$ cat config.mk
export PLATFORM = sky130hd
export DESIGN_NAME = mbf_band_merge
export DESIGN_NICKNAME = d
export VERILOG_FILES = /design/src/rtl/mbf_pkg.sv /design/src/rtl/mbf_sync_fifo.sv /design/src/rtl/mbf_band_merge.sv
export SDC_FILE = /design/constraint.sdc
export NUM_CORES = 1
export LEC_CHECK = 0
export ABC_AREA = 1
export CAP_MARGIN = 40
export CELL_PAD_IN_SITES_DETAIL_PLACEMENT = 0
export CELL_PAD_IN_SITES_GLOBAL_PLACEMENT = 1
export CORE_MARGIN = 3
export CORE_UTILIZATION = 30
export CTS_CLUSTER_DIAMETER = 100
export DETAILED_ROUTE_END_ITERATION = 7
export HOLD_SLACK_MARGIN = 0.15
export PLACE_DENSITY_LB_ADDON = 0.1
export SETUP_SLACK_MARGIN = 0.02
export SLEW_MARGIN = 20
export SYNTH_ARGS = -nofsm -noshare
export SYNTH_HDL_FRONTEND = slang
export SYNTH_HIERARCHICAL = 1
export SYNTH_SLANG_ARGS = --single-unit
$ cat constraint.sdc
create_clock -name clk -period 3.65 [get_ports clk]
set_clock_uncertainty 0.05 [all_clocks]
set_input_delay 0.73 -clock clk [delete_from_list [all_inputs] [get_ports clk]]
set_output_delay 0.73 -clock clk [all_outputs]
set_load 0.02 [all_outputs]
$ cat src/rtl/mbf_pkg.sv
// Shared definitions for the MBF band-merge slice.
//   DW       - sample width, equal to the MBF y/z width
//   DEPTH    - default per-band FIFO depth
//   N_PAIRS  - LPF/HPF pairs per frame
//   IW       - pair index width
//   BAND_*   - out_band encoding
//   sel_state_t - band selector state type
package mbf_pkg;

   localparam int DW      = 8;
   localparam int DEPTH   = 4;
   localparam int N_PAIRS = 527;
   localparam int IW      = 10;

   localparam logic BAND_LPF = 1'b0;
   localparam logic BAND_HPF = 1'b1;

   // Encoded so that the state value equals the band it selects.
   typedef enum logic {
      SEL_L = 1'b0,
      SEL_H = 1'b1
   } sel_state_t;

endpackage

$ cat src/rtl/mbf_sync_fifo.sv
// Small synchronous FIFO used once per MBF sub-band.
// Ports:
//   clk, reset   - rising-edge clock, synchronous active-high reset
//   push, din    - write request and data; ignored when full unless popped
//                  in the same cycle
//   pop          - remove the head word (ignored when empty)
//   dout         - head word (combinational from storage, no fall-through)
//   full, empty  - occupancy status
module mbf_sync_fifo #(
   parameter int DEPTH = 4,
   parameter int DW    = 8
) (
   input  logic          clk,
   input  logic          reset,
   input  logic          push,
   input  logic          pop,
   input  logic [DW-1:0] din,
   output logic [DW-1:0] dout,
   output logic          full,
   output logic          empty
);

   localparam int AW = $clog2(DEPTH);

   logic [DW-1:0] mem [DEPTH];
   logic [AW-1:0] wr_ptr;
   logic [AW-1:0] rd_ptr;
   logic [AW:0]   count;
   logic          wr_en;
   logic          rd_en;

   assign full  = (count == (AW+1)'(DEPTH));
   assign empty = (count == '0);

   // A full FIFO can still take a word when the head leaves in the same cycle.
   assign wr_en = push & (~full | pop);
   assign rd_en = pop & ~empty;
   assign dout  = mem[rd_ptr];

   always_ff @(posedge clk) begin
      if (wr_en) begin
         mem[wr_ptr] <= din;
      end
   end

   always_ff @(posedge clk) begin
      if (reset) begin
         wr_ptr <= '0;
         rd_ptr <= '0;
         count  <= '0;
      end else begin
         if (wr_en) begin
            wr_ptr <= wr_ptr + AW'(1);
         end
         if (rd_en) begin
            rd_ptr <= rd_ptr + AW'(1);
         end
         case ({wr_en, rd_en})
            2'b10:   count <= count + (AW+1)'(1);
            2'b01:   count <= count - (AW+1)'(1);
            default: count <= count;
         endcase
      end
   end

endmodule

$ cat src/rtl/mbf_band_merge.sv
// Merges the MBF LPF (y) and HPF (z) sub-band streams into one interleaved,
// back-pressurable stream: LPF0, HPF0, LPF1, HPF1, ...
// Each band is buffered in its own FIFO; the selector strictly alternates.
// Ports:
//   clk, reset          - rising-edge clock, synchronous active-high reset
//   y_valid, y          - LPF sample strobe/data from MBF (cannot stall)
//   z_valid, z          - HPF sample strobe/data from MBF (cannot stall)
//   out_ready           - downstream accepts out_data this cycle
//   out_valid, out_data - merged output word
//   out_band            - 0 = LPF word, 1 = HPF word
//   out_idx             - pair index of the current word
//   y_ovf, z_ovf        - sticky: a sample of that band was dropped
//   done                - sticky: N_PAIRS pairs accepted downstream
// Optional build macro MBF_MERGE_CHECKSUM_EN adds out_sum[15:0], a running
// mod-2^16 sum of accepted words, frozen once done.
//
// state | meaning
// SEL_L | next word loaded comes from the LPF FIFO
// SEL_H | next word loaded comes from the HPF FIFO
module mbf_band_merge #(
   parameter int DW      = mbf_pkg::DW,
   parameter int DEPTH   = mbf_pkg::DEPTH,
   parameter int N_PAIRS = mbf_pkg::N_PAIRS,
   parameter int IW      = mbf_pkg::IW
) (
   input  logic          clk,
   input  logic          reset,
   input  logic          y_valid,
   input  logic [DW-1:0] y,
   input  logic          z_valid,
   input  logic [DW-1:0] z,
   input  logic          out_ready,
   output logic          out_valid,
   output logic [DW-1:0] out_data,
   output logic          out_band,
   output logic [IW-1:0] out_idx,
   output logic          y_ovf,
   output logic          z_ovf,
   output logic          done
`ifdef MBF_MERGE_CHECKSUM_EN
  ,output logic [15:0]   out_sum
`endif
);

   import mbf_pkg::*;

   // One extra bit so the counter can hold N_PAIRS even when it equals 2**IW.
   localparam int CW = IW + 1;
   localparam logic [CW-1:0] PAIR_LAST = CW'(N_PAIRS - 1);
   localparam logic [CW-1:0] PAIR_END  = CW'(N_PAIRS);

   sel_state_t    sel;
   logic [CW-1:0] pair_cnt;
   logic [CW-1:0] pair_next;

   logic [DW-1:0] y_head;
   logic [DW-1:0] z_head;
   logic          y_full;
   logic          y_empty;
   logic          z_full;
   logic          z_empty;
   logic          y_pop;
   logic          z_pop;

   logic          sel_empty;
   logic          accept;
   logic          hpf_accept;
   logic          last_accept;
   logic          stop;
   logic          load;

   mbf_sync_fifo #(.DEPTH(DEPTH), .DW(DW)) u_y_fifo (
      .clk   (clk),
      .reset (reset),
      .push  (y_valid),
      .pop   (y_pop),
      .din   (y),
      .dout  (y_head),
      .full  (y_full),
      .empty (y_empty)
   );

   mbf_sync_fifo #(.DEPTH(DEPTH), .DW(DW)) u_z_fifo (
      .clk   (clk),
      .reset (reset),
      .push  (z_valid),
      .pop   (z_pop),
      .din   (z),
      .dout  (z_head),
      .full  (z_full),
      .empty (z_empty)
   );

   assign sel_empty   = (sel == SEL_L) ? y_empty : z_empty;
   assign accept      = out_valid & out_ready;
   assign hpf_accept  = accept & (out_band == BAND_HPF);
   assign last_accept = hpf_accept & (pair_cnt == PAIR_LAST);

   // Loads stop from the edge that accepts the final HPF word, so no word of
   // a following pair ever appears on the output while done is pending.
   assign stop = done | (pair_cnt == PAIR_END) | last_accept;
   assign load = (~out_valid | out_ready) & ~stop & ~sel_empty;

   assign y_pop = load & (sel == SEL_L);
   assign z_pop = load & (sel == SEL_H);

   // An LPF word loaded on the edge that retires the previous HPF word
   // belongs to the next pair.
   assign pair_next = pair_cnt + CW'(hpf_accept);

   always_ff @(posedge clk) begin
      if (reset) begin
         sel       <= SEL_L;
         out_valid <= 1'b0;
         out_data  <= '0;
         out_band  <= BAND_LPF;
         out_idx   <= '0;
      end else begin
         if (load) begin
            out_valid <= 1'b1;
            out_data  <= (sel == SEL_L) ? y_head : z_head;
            out_band  <= (sel == SEL_H) ? BAND_HPF : BAND_LPF;
            out_idx   <= pair_next[IW-1:0];
            sel       <= (sel == SEL_L) ? SEL_H : SEL_L;
         end else if (accept) begin
            out_valid <= 1'b0;
         end
      end
   end

   always_ff @(posedge clk) begin
      if (reset) begin
         pair_cnt <= '0;
         done     <= 1'b0;
         y_ovf    <= 1'b0;
         z_ovf    <= 1'b0;
      end else begin
         pair_cnt <= pair_next;
         if (pair_cnt == PAIR_END) begin
            done <= 1'b1;
         end
         if (y_valid & y_full & ~y_pop) begin
            y_ovf <= 1'b1;
         end
         if (z_valid & z_full & ~z_pop) begin
            z_ovf <= 1'b1;
         end
      end
   end

`ifdef MBF_MERGE_CHECKSUM_EN
   always_ff @(posedge clk) begin
      if (reset) begin
         out_sum <= '0;
      end else if (accept & ~done) begin
         out_sum <= out_sum + 16'(out_data);
      end
   end
`endif

endmodule

==> reports/metrics.yaml <==
drc: 0
path_cells: "clkdlybuf4s50_1 -> nand3_1 -> nor2_2 -> a21oi_2 -> nand3_1 -> inv_1 -> inv_1 -> nand3_2 -> nand2_1 -> ha_1 -> inv_1 -> fa_1 -> inv_1 -> nand2_1 -> nand3_1 -> nand2_1 -> nand2_1 -> nor2_1"
ys_top_cells_by_area: "edfxtp_1, dfxtp_1, nand2_1, nor2_1, inv_1"
antenna_found_initial: 0
fillers: 1675
syn_inst: 527
drt_pass1_iterations: 6
antennaDiodeCount: 0
rsz0062_at_grt: "no"
io_pins: 44
cts.clk_slew.worst_paths_ns: 0.05
cts_hold_buffers: 0
drt-wirelength-per-cell_um: 13.70
vias_per_cell: 4.384
end_kind: "register"
placedCellCount: 786
worst_path_largest_cell_delay_ns: 0.49
crit_type: "primary input to register"
mostFrequentLayoutCells: "nand2_1, nor2_1, edfxtp_1"
syn_nets: 562
grt_pass1_vias: 3563
status: "completed"
finalSetupTns_ns: 0
dr_total_vias: 3582
avgSynthCellArea_um2: 9.632
fin_nets: 624
cp_data_arrival_time_ns: 3.21
clock_sinks: 117
synth_area_um2: 5076
drt.antenna.violating_nets: 0
power_density_nw_per_um2: 734.8
cts_buffer_depth: 2
yosysUniqueCellTypes: 33
area_growth_pct: 25.12
ctsHtreeMaxLevel: 4
postCtsSetupBuffers: 0
hpwl_mm: 7.855
worst_pin_slew_ns: 0.6375
worstPathRequired_ns: 3.89
io_buffers: 43
fp.dieArea_um2: 18520
ys.warnings.count: 6
track_usage_pct: 13.14
layout.cells.non_filler: 817
slew_viol_final: 0
numCtsBuffers: 17
layout_commonest_cell: "nand2_1"
finalHoldViolCount: 0
hold_class: "register to register"
max-vdd-ir-drop_v: 0.0003336
place_congestion: 0.7567
yosysTopAreaCellShare_pct: 37.86
die_x_um: 136.1
clockRootBuffer: "clkbuf_16"
max_freq_mhz: 337.6
p_leak_uw: 0.002470
max-slew-margin-rel_pct: 57.44
rows: 46
routed_wirelength_mm: 11.19
finalCritPeriodShare_pct: 81.15
setup_viol: 0
hold_ws_ns: 0.3982
critical-path-slowest-cell: "clkdlybuf4s50_1"
clock_latency_ns: 0.41
grt_start_max_net_pins: 27
grt_pass1_wl_mm: 18.43
drt_iter0_drc: 196
crit_family: "simple AND/OR/NAND/NOR gates"
cp_max_fo: 5
initial_core_util_pct: 31.28
maxCapViolations: 0
post_cts_resized: 0
synth-seq-area-share_pct: 58.76
finalCriticalPeriod_ns: 2.962
tritoncts: "built"
drive_gt1_share_pct: 14.48
grt_overflow: 0
coreArea_um2: 16230
start_kind: "primary input"
synth.ff_latch_count: 117
crit_buf_inv: 5
synth_largest_area_cell: "edfxtp_1"
die_y_um: 136.1
-- through the flow --
| step | total power (uW) | area [um^2] | utilization (%) | setup WS [ns] |
|---|---|---|---|---|
| final | 4667 | 6351 | 39.13 | 0.6881 |
| after global routing | 4985 | 6351 | 39.13 | 0.4072 |
| after detailed placement | 3040 | 5756 | 35.46 | 0.2501 |
| after CTS | 4749 | 6351 | 39.13 | 0.6709 |
| after floorplan | 2657 | 5076 | - | 1.002 |
| after global placement | 3026 | 5756 | 35.46 | 0.2834 |
-- area by class of cell --
type	count	area, um^2	share of cell area, %
Tap cell	216	270.3	4.255
Sequential cell	117	2983	46.97
Timing Repair Buffer	54	513.0	8.077
Clock buffer	20	436.7	6.875
Inverter	66	247.7	3.901
Multi-Input combinational cell	333	1742	27.42
Clock inverter	11	158.9	2.502
-- path summary, 6_finish.rpt --
path	from	to	slack [ns]	depth (start not counted)
hold / removal	y_ovf$_SDFFE_PP0P_	y_ovf$_SDFFE_PP0P_	0.40	2
setup reg to reg	sel$_SDFFE_PP0N_	u_y_fifo/count[2]$_SDFFE_PP0P_	0.89	15
setup / recovery	out_ready	u_y_fifo/count[2]$_SDFFE_PP0P_	0.69	18
hold reg to reg	y_ovf$_SDFFE_PP0P_	y_ovf$_SDFFE_PP0P_	0.40	2
-- worst reg2reg max path: cells and delay by family (launching register included) --
kind | cells | cell delay [ns]
simple gates | 8 | 0.80
buf+inv | 5 | 0.66
fa+ha+maj | 2 | 0.58
flops | 1 | 0.58
-- cell usage after synthesis, drive strengths merged --
master  instances
nor2           91
inv            65
a21oi          30
edfxtp         64
dfxtp          53
o21bai          1
fa              2
or2             1
clkinv          1
nand3          19
xor2            3
clkbuf          1
nand4           3
o21ai          42
o22ai          16
buf            10
nor3            4
xnor2           2
o211ai          1
ha             12
nand2         106
-- report_power, final --
part           internal [uW]  leakage (uW)  total (uW)  switching, uW
logic                    468       0.00116        1260            789
registers               1580       0.00102        1720            142
clock network           1130      0.000289        1690            558
-- sequential cells by signal, indices dropped and copies added, names as in the netlist, named ones only --
name and cells:
out_valid 1, u_y_fifo/wr_ptr 2, sel 1, u_z_fifo/mem 32
done 1, u_z_fifo/wr_ptr 2, out_band 1, z_ovf 1
u_z_fifo/count 3, u_y_fifo/rd_ptr 2, pair_cnt 11, u_y_fifo/count 3
out_idx 10, y_ovf 1, u_z_fifo/rd_ptr 2, u_y_fifo/mem 32
out_data 8
-- cell families after synthesis --
group	count (synthesis)	share of synthesized area (%)
buf+inv	77	6.926
fa+ha+maj	14	3.747
simple gates	224	19.15
compound gates	90	10.55
xor+xnor	5	0.8629
flops	117	58.76
-- metal layers --
metal	vias to the layer above	routed length, um	track usage [%]
li1	1862	-	-
met1	1650	5342	17.08
met2	57	5232	20.83
met3	13	399	3.405
met4	0	216	5.431
met5	-	0	0
Power figures use the tool's default switching activity.
